## config.mk

```make
export PLATFORM = sky130hd
export DESIGN_NAME = hazard_ctrl_unit
export DESIGN_NICKNAME = d
export VERILOG_FILES = /design/src/rtl/hazard_pkg.sv /design/src/rtl/hazard_sat_counter.sv /design/src/rtl/hazard_ctrl_unit.sv
export SDC_FILE = /design/constraint.sdc
export NUM_CORES = 1
export LEC_CHECK = 0
export ABC_AREA = 0
export CAP_MARGIN = 30
export CELL_PAD_IN_SITES_DETAIL_PLACEMENT = 0
export CELL_PAD_IN_SITES_GLOBAL_PLACEMENT = 1
export CORE_ASPECT_RATIO = 0.75
export CORE_MARGIN = 2
export CORE_UTILIZATION = 25
export DETAILED_ROUTE_END_ITERATION = 8
export DONT_BUFFER_PORTS = 1
export PLACE_DENSITY_LB_ADDON = 0.1
export SYNTH_ARGS = -nofsm -noshare
export SYNTH_HDL_FRONTEND = slang
export SYNTH_SLANG_ARGS = --single-unit
export TNS_END_PERCENT = 100
```

## constraint.sdc

```tcl
create_clock -name clk -period 2.1 [get_ports clk]
set_input_delay 0.21 -clock clk [delete_from_list [all_inputs] [get_ports clk]]
set_output_delay 0.21 -clock clk [all_outputs]
set_load 0.1 [all_outputs]
```

## src/rtl/hazard_pkg.sv

```systemverilog
// Shared types and defaults for the ID/EX hazard controller.
package hazard_pkg;

    typedef enum logic [2:0] {
        HZ_RUN       = 3'd0,
        HZ_LOAD_USE  = 3'd1,
        HZ_MEM_WAIT  = 3'd2,
        HZ_FLUSH     = 3'd3,
        HZ_ERROR     = 3'd4
    } hz_state_t;

    localparam int HZ_STALL_TIMEOUT = 10;
    localparam int HZ_CNT_W         = 32;

endpackage

```

## src/rtl/hazard_sat_counter.sv

```systemverilog
// Saturating up-counter: sticks at all-ones instead of wrapping.
module hazard_sat_counter #(
    parameter int W = 32
) (
    input  logic         clk,
    input  logic         reset_n,
    input  logic         inc,
    output logic [W-1:0] count
);

    always_ff @(posedge clk or negedge reset_n) begin
        if (!reset_n) begin
            count <= '0;
        end else if (inc && (count != '1)) begin
            count <= count + 1'b1;
        end
    end

endmodule

```

## src/rtl/hazard_ctrl_unit.sv

```systemverilog
// Stall/flush/enable control for PC, IF/ID and ID/EX with a freeze watchdog.
// Performance counters exist only when HAZARD_STATS_EN is defined.
module hazard_ctrl_unit
    import hazard_pkg::*;
#(
    parameter int STALL_TIMEOUT = HZ_STALL_TIMEOUT,
    parameter int CNT_W         = HZ_CNT_W
) (
    input  logic             clk,
    input  logic             reset_n,
    input  logic [4:0]       id_rs,
    input  logic [4:0]       id_rt,
    input  logic             ex_memread,
    input  logic [4:0]       ex_rt,
    input  logic             branch_taken,
    input  logic             dmem_req,
    input  logic             dmem_ready,
    output logic             pc_en,
    output logic             ifid_en,
    output logic             ifid_flush,
    output logic             idex_stall,
    output logic             idex_flush,
    output logic             exmem_stall,
    output hz_state_t        hz_state,
    output logic             hazard_error,
    output logic [CNT_W-1:0] stall_count,
    output logic [CNT_W-1:0] flush_count
);

    localparam int FCW = $clog2(STALL_TIMEOUT + 1);

    hz_state_t      state;
    hz_state_t      state_nxt;
    logic [FCW-1:0] freeze_cnt;
    logic           load_use;
    logic           mem_wait;
    logic           frozen;
    logic           timeout_hit;

    assign load_use = ex_memread && (ex_rt != 5'd0) &&
                      ((ex_rt == id_rs) || (ex_rt == id_rt));
    assign mem_wait = dmem_req && !dmem_ready;

    // This cycle is frozen; if it is the STALL_TIMEOUT-th in a row, trip the watchdog.
    assign frozen      = !pc_en;
    assign timeout_hit = frozen && (freeze_cnt >= FCW'(STALL_TIMEOUT - 1));

    always_ff @(posedge clk or negedge reset_n) begin
        if (!reset_n) begin
            state <= HZ_RUN;
        end else begin
            state <= state_nxt;
        end
    end

    always_comb begin
        state_nxt = HZ_RUN;
        if ((state == HZ_ERROR) || timeout_hit) begin
            state_nxt = HZ_ERROR;
        end else if (mem_wait) begin
            state_nxt = HZ_MEM_WAIT;
        end else if (branch_taken) begin
            state_nxt = HZ_FLUSH;
        end else if (load_use) begin
            state_nxt = HZ_LOAD_USE;
        end
    end

    // A branch seen during a memory wait is deliberately dropped here: EX is held,
    // so the same branch is still presented on the first non-wait cycle.
    always_comb begin
        pc_en       = 1'b1;
        ifid_en     = 1'b1;
        ifid_flush  = 1'b0;
        idex_stall  = 1'b0;
        idex_flush  = 1'b0;
        exmem_stall = 1'b0;
        if ((state == HZ_ERROR) || mem_wait) begin
            pc_en       = 1'b0;
            ifid_en     = 1'b0;
            idex_stall  = 1'b1;
            exmem_stall = 1'b1;
        end else if (branch_taken) begin
            ifid_flush  = 1'b1;
            idex_flush  = 1'b1;
        end else if (load_use) begin
            pc_en       = 1'b0;
            ifid_en     = 1'b0;
            idex_flush  = 1'b1;
        end
    end

    always_ff @(posedge clk or negedge reset_n) begin
        if (!reset_n) begin
            freeze_cnt   <= '0;
            hazard_error <= 1'b0;
        end else begin
            if (!frozen) begin
                freeze_cnt <= '0;
            end else if (freeze_cnt != FCW'(STALL_TIMEOUT)) begin
                freeze_cnt <= freeze_cnt + 1'b1;
            end
            if (state_nxt == HZ_ERROR) begin
                hazard_error <= 1'b1;
            end
        end
    end

    assign hz_state = state;

`ifdef HAZARD_STATS_EN
    hazard_sat_counter #(.W(CNT_W)) u_stall_cnt (
        .clk     (clk),
        .reset_n (reset_n),
        .inc     (frozen),
        .count   (stall_count)
    );

    hazard_sat_counter #(.W(CNT_W)) u_flush_cnt (
        .clk     (clk),
        .reset_n (reset_n),
        .inc     (idex_flush),
        .count   (flush_count)
    );
`else
    assign stall_count = '0;
    assign flush_count = '0;
`endif

endmodule

```

# After elaboration in Yosys (flattened, before gate mapping)
# Cells that the tools add are included.
# classes
eq_ne	5
order_cmp	1
reduce_logical	11
add_sub_neg	1
n_mux	15
# op_table
operator	n
equality test 5 bit	2
two-way mux 1 bit	10
two-way mux 4 bit	2
equality test 3 bit, second input constant	2
nonzero test 5 bit	1
adder 4 x 1 -> 4 bit, second input constant	1
greater-or-equal comparator 4 bit, second input constant	1
logical AND 1 bit	4
two-way mux 2 bit	2
inequality test 4 bit, second input constant	1
logical OR 1 bit	3
two-way mux 3 bit	1
logical NOT 1 bit	2
nonzero test 2 bit	1
# word_totals
out_inout_bits	74
regBits	8
word_cells	36
inputBits	21

# Logic depth before layout (Yosys ltp)
# Gate-level depths: netlist of the first run.
# logic_depth
word_depth	11
depth_mapped	7
depth_no_buf	7

# Worst setup path after synthesis of the first run
# Ideal clock, no wire load.
# synth_path
kind	reg2out
startpoint	register state[1], in the netlist hz_state[1]
endpoint	output pc_en
n_path_buf	1
stages_incl_launch_ff	6
slack_ns	-1.063
arrival_ns	2.953
required_time_ns	1.890
cell_sequence	dfrtp_1 nor3b_1 nor2_1 inv_1 a21oi_4 buf_4
# synth_between
elab_chain_cells	3
# synth_lines
item	line	rtl
start, declared	hazard_ctrl_unit.sv:32	hz_state_t state;
start signal, assigned	hazard_ctrl_unit.sv:52	state <= state_nxt;
equality test 3 bit	hazard_ctrl_unit.sv:78	if ((state == HZ_ERROR) || mem_wait) begin
logical OR 1 bit	hazard_ctrl_unit.sv:78	
two-way mux 1 bit	n/a	
end, declared	hazard_ctrl_unit.sv:18	output logic pc_en,
# No other way between the ends.

# Worst setup path in the final report of the first run
# layout_path
startpoint	register state[1], in the netlist hz_state[1]
endpoint	output idex_stall
# layout_between
elab_chain_cells	3
# layout_lines
item	line	rtl
equality test 3 bit	hazard_ctrl_unit.sv:78	
logical OR 1 bit	hazard_ctrl_unit.sv:78	
two-way mux 1 bit	n/a	
end, declared	hazard_ctrl_unit.sv:21	output logic idex_stall,
# No other way between the ends.

==> impl_metrics.env, run 1 <==
export IMPL_layout_setup_ws_ns=0.236
export IMPL_finalClockSkew_ns=0.00322
export IMPL_arrival_ns=1.65
export IMPL_viasPerCell=3.17
export IMPL_final_setup_viol_count=0
export IMPL_clk_pin_slew_worst_paths_ns=0.04
export IMPL_path_max_fanout=4
export IMPL_wl_mm=1.50
export IMPL_gr_usage_all_layers=0.0632
export IMPL_numCtsBuffers=3
export IMPL_ir_drop_v=0.000320
export IMPL_grt_ovfl_total=0
export IMPL_reg2reg_from="hz_state[2]"
export IMPL_maxSlewHeadroom=0.638
export IMPL_finalSetupTns_ns=0
export IMPL_leakage_nw=0.514
export IMPL_insertion_delay_ns=0.23
export IMPL_synth_top_area_share=0.463
export IMPL_antennaDiodeCount=0
export IMPL_yosysSeqAreaShare=0.187
export IMPL_h_tree_depth=1
export IMPL_die_y_um=60.7
export IMPL_hold_start="branch_taken"
export IMPL_drive_above_1_share=0.144
export IMPL_outcome="complete, no violations"
export IMPL_drt_pass1_iter_count=4
export IMPL_cts_setup_buffers=0
export IMPL_syn_area_per_cell_um2=8.30
export IMPL_yosysTopAreaCell="buf_4"
export IMPL_min_period_ns=1.86
export IMPL_grt_max_degree=9
export IMPL_cts_tree="done"
export IMPL_fmax_mhz=536
export IMPL_syn_to_final_growth_pct=-2.92
export IMPL_cts_root_buffer="clkbuf_8"
export IMPL_synth_cells=129
export IMPL_grt_pass1_vias=509
export IMPL_p_comb_frac=0.645
export IMPL_drv_slew=0
export IMPL_port_buffers=0
export IMPL_pre_cts_ws_ns=0.442
export IMPL_gp_congestion=0.740
export IMPL_hp_class="input port to register"
export IMPL_grt_pass1_wl_mm=2.35
export IMPL_yosys_warnings=0
export IMPL_cts_sinks=8
export IMPL_synth_area_top_cells="buf_4 46%, dfrtp_1 19%, xnor2_1 9.0%"
export IMPL_cap_violations=0
export IMPL_required_ns=1.89
export IMPL_hold_depth=2
export IMPL_hpwl_mm=1.32
export IMPL_worst_slew_pin_slew_ns=0.548
export IMPL_whs_ns=0.167
export IMPL_nets=165
export IMPL_yosysUniqueCellTypes=26
export IMPL_timing_final_crit_share=0.888
export IMPL_timing_rr_end="freeze_cnt[3]"
export IMPL_worst_setup_path_start_kind="register"
export IMPL_holdPathEnd="hz_state[1]"
export IMPL_vias=615
export IMPL_antenna_left=0
export IMPL_die_w_um=79.6
export IMPL_drtIter0Drc=17
export IMPL_p_clk_frac=0.189
export IMPL_r2r_setup_slack_ns=0.58
export IMPL_switching_share=0.666
export IMPL_synth_area_um2=1070
export IMPL_dieArea_um2=4830
export IMPL_r2r_cells=6
export IMPL_endpoint_kind="output pin"
export IMPL_rows=20
export IMPL_rsz0062_at_grt="false"
export IMPL_wl_per_cell_um=7.75
export IMPL_powerDensity_nw_per_um2=968
export IMPL_worst_setup_path_type="register to output pin"
export IMPL_hold_viol_final=0
export IMPL_antenna_found_initial=0
export IMPL_pwr_share_seq=0.166
export IMPL_intPower_w=0.000336
export IMPL_coreArea_um2=4080
export IMPL_ys_ff_latch=8
export IMPL_ctsLongestPathBuffers=2
export IMPL_drc_errors=0
export IMPL_ios=95
export IMPL_switching_power_w=0.000670
export IMPL_start_util=0.263
export IMPL_ctsResizeCount=0
routing by layer:
layer  vias to the layer above  global-route usage  wire (um)
met5                         -                   0          0
met4                         0              0.0123          0
met3                         0              0.0327        191
met2                        52               0.101        702
met1                       268              0.0779        609
li1                        295                   -          -
placed cells by master (no fill, tap or decap), types with 2 or more instances in the layout:
cell type / instances
dfrtp_1: 5
nand2_1: 5
buf_4: 7
nand3_1: 3
clkbuf_8: 3
inv_1: 2
xor2_1: 2
xnor2_1: 11
a21oi_1: 2
nor2_1: 8
dfrtp_4: 2
ha_1: 4
conb_1: 64
critical path, cell delays in order, from the launching register on:
cell        delay (ns)
dfrtp_4           0.48
nor3b_4           0.30
nor2_4            0.08
clkinvlp_4        0.09
buf_4             0.47
cell families (layout without fill, tap and decap cells):
| logic type | Yosys count | in the layout | share of synthesized area |
|---|---|---|---|
| simple gates | 24 | 24 | 0.109 |
| buf+inv | 69 | 16 | 0.473 |
| flops | 8 | 8 | 0.187 |
| mux | 1 | 1 | 0.00935 |
| other cells | 1 | 64 | 0.00350 |
| xor+xnor | 13 | 13 | 0.106 |
| fa+ha+maj | 4 | 4 | 0.0467 |
| compound gates | 9 | 9 | 0.0654 |
Yosys cell counts, drive strengths merged:
| master | n |
|---|---|
| or4 | 1 |
| nand3 | 3 |
| nand3b | 1 |
| dfrtp | 8 |
| mux2i | 1 |
| nor2 | 10 |
| conb | 1 |
| nand2 | 5 |
| xor2 | 2 |
| a31o | 1 |
| buf | 66 |
| nor3b | 1 |
| and2 | 1 |
| a21oi | 3 |
| xnor2 | 11 |
| inv | 3 |
| o21ai | 2 |
| ha | 4 |
| nor2b | 1 |
| o21a | 1 |
| and2b | 1 |
| o21bai | 1 |
| o22ai | 1 |
worst max path at each step:
stage,start,endpoint,cells past startpoint
2_1_floorplan,hz_state[2],pc_en,5
3_3_place_gp,ex_rt[2],idex_flush,6
3_5_place_dp,ex_rt[3],freeze_cnt[0],6
4_1_cts,hz_state[1],idex_stall,4
5_1_grt,hz_state[1],idex_stall,4
6_report,hz_state[1],idex_stall,4
metrics by stage:
| stage | total power (W) | utilization | std cells | area (um2) |
|---|---|---|---|---|
| after floorplan | 0.000888 | - | 192 | 1350 |
| after global placement | 0.000815 | 0.241 | 189 | 985 |
| after detailed placement | 0.000813 | 0.241 | 189 | 985 |
| after CTS | 0.00102 | 0.255 | 194 | 1040 |
| after global routing | 0.00105 | 0.255 | 194 | 1040 |
| final | 0.00101 | 0.255 | 194 | 1040 |
power by group through the flow:
stage,combinational [W],clock [W],sequential [W]
after floorplan,0.000699,0,0.000190
after global placement,0.000645,0,0.000170
after detailed placement,0.000643,0,0.000170
after CTS,0.000648,0.000200,0.000168
after global routing,0.000668,0.000210,0.000168
final,0.000649,0.000190,0.000168
cell type report:
cell class	count	area, um2
Inverter	3	15.0
Fill cell	446	3040
Clock buffer	4	45.0
Sequential cell	8	209
Multi-Input combinational cell	115	619
Timing Repair Buffer	9	82.6
Tap cell	55	68.8
state kept, by name (all words and copies together), names as in the netlist:
name          flops
hazard_error      1
freeze_cnt        4
hz_state          3
repair_timing:
item / CTS / global route
endpoints found under the hold margin: 8 / 0
hold buffers: 1 / 0
endpoints found under the setup margin: 0 / 0
(Power assumes the default switching activity.)
==> run 2: changes to the inputs <==
--- a/config.mk
+++ b/config.mk
@@ -7,14 +7,11 @@
 export LEC_CHECK = 0
 export ABC_AREA = 0
 export CAP_MARGIN = 30
-export CELL_PAD_IN_SITES_DETAIL_PLACEMENT = 0
-export CELL_PAD_IN_SITES_GLOBAL_PLACEMENT = 1
 export CORE_ASPECT_RATIO = 0.75
 export CORE_MARGIN = 2
 export CORE_UTILIZATION = 25
 export DETAILED_ROUTE_END_ITERATION = 8
 export DONT_BUFFER_PORTS = 1
-export PLACE_DENSITY_LB_ADDON = 0.1
 export SYNTH_ARGS = -nofsm -noshare
 export SYNTH_HDL_FRONTEND = slang
 export SYNTH_SLANG_ARGS = --single-unit
==> run 2 against run 1 <==
Net effect: cell area stayed put; clock skew grew 0.0012 ns; wire length rose by 1.2%; sequential share of layout area unchanged; clock power increased by 4%; combinational power about the same; critical path depth unchanged; global-route usage shrank 0.20 points; core utilization unchanged; first-iteration DRC count unchanged; clock-buffer cell count unchanged; largest cell class unchanged.
==> impl_metrics.env, run 2 (synthesis gave the netlist of run 1 again) <==
export IMPL_outcome="complete, no violations"
export IMPL_rsz0062_at_grt="false"
export IMPL_hold_start="branch_taken"
export IMPL_largest_reg_flops=4
export IMPL_cts_sinks=8
export IMPL_hp_class="input port to register"
export IMPL_dieArea_um2=4830
export IMPL_ctsLongestPathBuffers=2
export IMPL_report_power_total_w=0.00101
export IMPL_hold_viol_final=0
export IMPL_clk_pin_slew_worst_paths_ns=0.05
export IMPL_p_clk_frac=0.195
export IMPL_wl_per_cell_um=7.84
export IMPL_numCtsBuffers=3
export IMPL_die_w_um=79.6
export IMPL_r2r_cells=6
export IMPL_worst_setup_path_type="register to output pin"
export IMPL_regMostFlops="freeze_cnt"
export IMPL_leakage_nw=0.514
export IMPL_seq_area_um2=209
export IMPL_switching_power_w=0.000677
export IMPL_fmax_mhz=534
export IMPL_drc_errors=0
export IMPL_start_util=0.263
export IMPL_drt_pass1_iter_count=4
export IMPL_p_comb_frac=0.640
export IMPL_hpwl_mm=1.34
export IMPL_grt_pass1_wl_mm=2.14
export IMPL_final_setup_viol_count=0
export IMPL_cts_tree="done"
export IMPL_antenna_left=0
export IMPL_gr_usage_all_layers=0.0613
export IMPL_ctsResizeCount=0
export IMPL_insertion_delay_ns=0.23
export IMPL_final_cell_mix="64 x conb_1, 11 x xnor2_1, 8 x nor2_1"
export IMPL_arrival_ns=1.66
export IMPL_powerDensity_nw_per_um2=975
export IMPL_ir_drop_v=0.000268
export IMPL_rows=20
export IMPL_reg2reg_from="hz_state[2]"
export IMPL_finalClockSkew_ns=0.00443
export IMPL_holdPathEnd="hz_state[1]"
export IMPL_cap_violations=0
export IMPL_port_buffers=0
export IMPL_maxSlewHeadroom=0.638
export IMPL_vias=599
export IMPL_cts_setup_buffers=0
export IMPL_ios=95
export IMPL_nets=165
export IMPL_antennaDiodeCount=0
export IMPL_viasPerCell=3.09
export IMPL_gp_congestion=0.725
export IMPL_wl_mm=1.52
export IMPL_r2r_setup_slack_ns=0.56
export IMPL_intPower_w=0.000337
export IMPL_path_max_fanout=4
export IMPL_antenna_found_initial=0
export IMPL_drtIter0Drc=17
export IMPL_finalSetupTns_ns=0
export IMPL_switching_share=0.667
export IMPL_coreArea_um2=4080
export IMPL_cts_root_buffer="clkbuf_8"
export IMPL_min_period_ns=1.87
export IMPL_grt_max_degree=9
export IMPL_hold_depth=2
export IMPL_grt_pass1_vias=449
export IMPL_mostFrequentLayoutCell="conb_1"
export IMPL_whs_ns=0.149
export IMPL_grt_ovfl_total=0
export IMPL_drv_slew=0
export IMPL_die_y_um=60.7
export IMPL_pwr_share_seq=0.165
export IMPL_required_ns=1.89
export IMPL_h_tree_depth=1
export IMPL_timing_rr_end="freeze_cnt[2]"
export IMPL_worst_slew_pin_slew_ns=0.548
export IMPL_n_fill_cell=446
export IMPL_fin_cells=194
export IMPL_endpoint_kind="output pin"
export IMPL_place_inst=189
export IMPL_worst_setup_path_start_kind="register"
export IMPL_timing_final_crit_share=0.891
export IMPL_syn_to_final_growth_pct=-2.92
export IMPL_multiInputGateArea_um2=619
export IMPL_drive_above_1_share=0.144
-- run 2: cell counts in the layout (fill, tap and decap cells not counted) --
No cell type changed its count.
-- run 2: what timing repair did --
action | CTS | global route
endpoints found under the hold margin | 8 | 0
hold buffers | 1 | 0
setup endpoints to repair | 0 | 0
-- run 2: worst max-delay path, stage by stage, from the launching register on --
cell,delay (ns)
dfrtp_4,0.48
nor3b_4,0.30
nor2_4,0.08
clkinvlp_4,0.10
buf_4,0.47
-- run 2: cell type report --
class | count | area share
repair buffers | 9 | 0.0794
multi-input cells | 115 | 0.596
flip-flops and latches | 8 | 0.201
well taps | 55 | 0.0662
inverters | 3 | 0.0144
clock buffers | 4 | 0.0433
-- run 2: per-layer routing --
metal | vias up | routed length, um | GRT usage
li1 | 293 | - | -
met3 | 2 | 139 | 0.0134
met4 | 0 | 34 | 0.0665
met5 | - | 0 | 0
met1 | 267 | 618 | 0.0759
met2 | 37 | 728 | 0.0852
-- run 2: power by group through the flow --
stage / clock [W] / combinational (W) / sequential (W)
CTS: 0.000202 / 0.000648 / 0.000168
global placement: 0 / 0.000642 / 0.000170
floorplan: 0 / 0.000699 / 0.000190
detailed placement: 0 / 0.000642 / 0.000170
global route: 0.000217 / 0.000664 / 0.000168
finish: 0.000197 / 0.000649 / 0.000167
-- run 2: stage by stage --
step	utilization	worst slack, ns	instance area [um2]
floorplan	-	-0.620	1350
global placement	0.241	0.467	985
detailed placement	0.241	0.468	985
CTS	0.255	0.216	1040
global route	0.255	0.141	1040
finish	0.255	0.228	1040
-- run 2: how the worst max path moves through the flow --
stage                start       endpoint  slack, ns  cells after the start
6_report       hz_state[1]    exmem_stall       0.23                      4
5_1_grt        hz_state[1]     idex_stall       0.14                      4
4_1_cts        hz_state[1]    exmem_stall       0.22                      4
3_5_place_dp      ex_rt[3]  freeze_cnt[0]       0.47                      6
3_3_place_gp      ex_rt[3]        ifid_en       0.47                      5
2_1_floorplan  hz_state[2]          pc_en      -0.62                      5
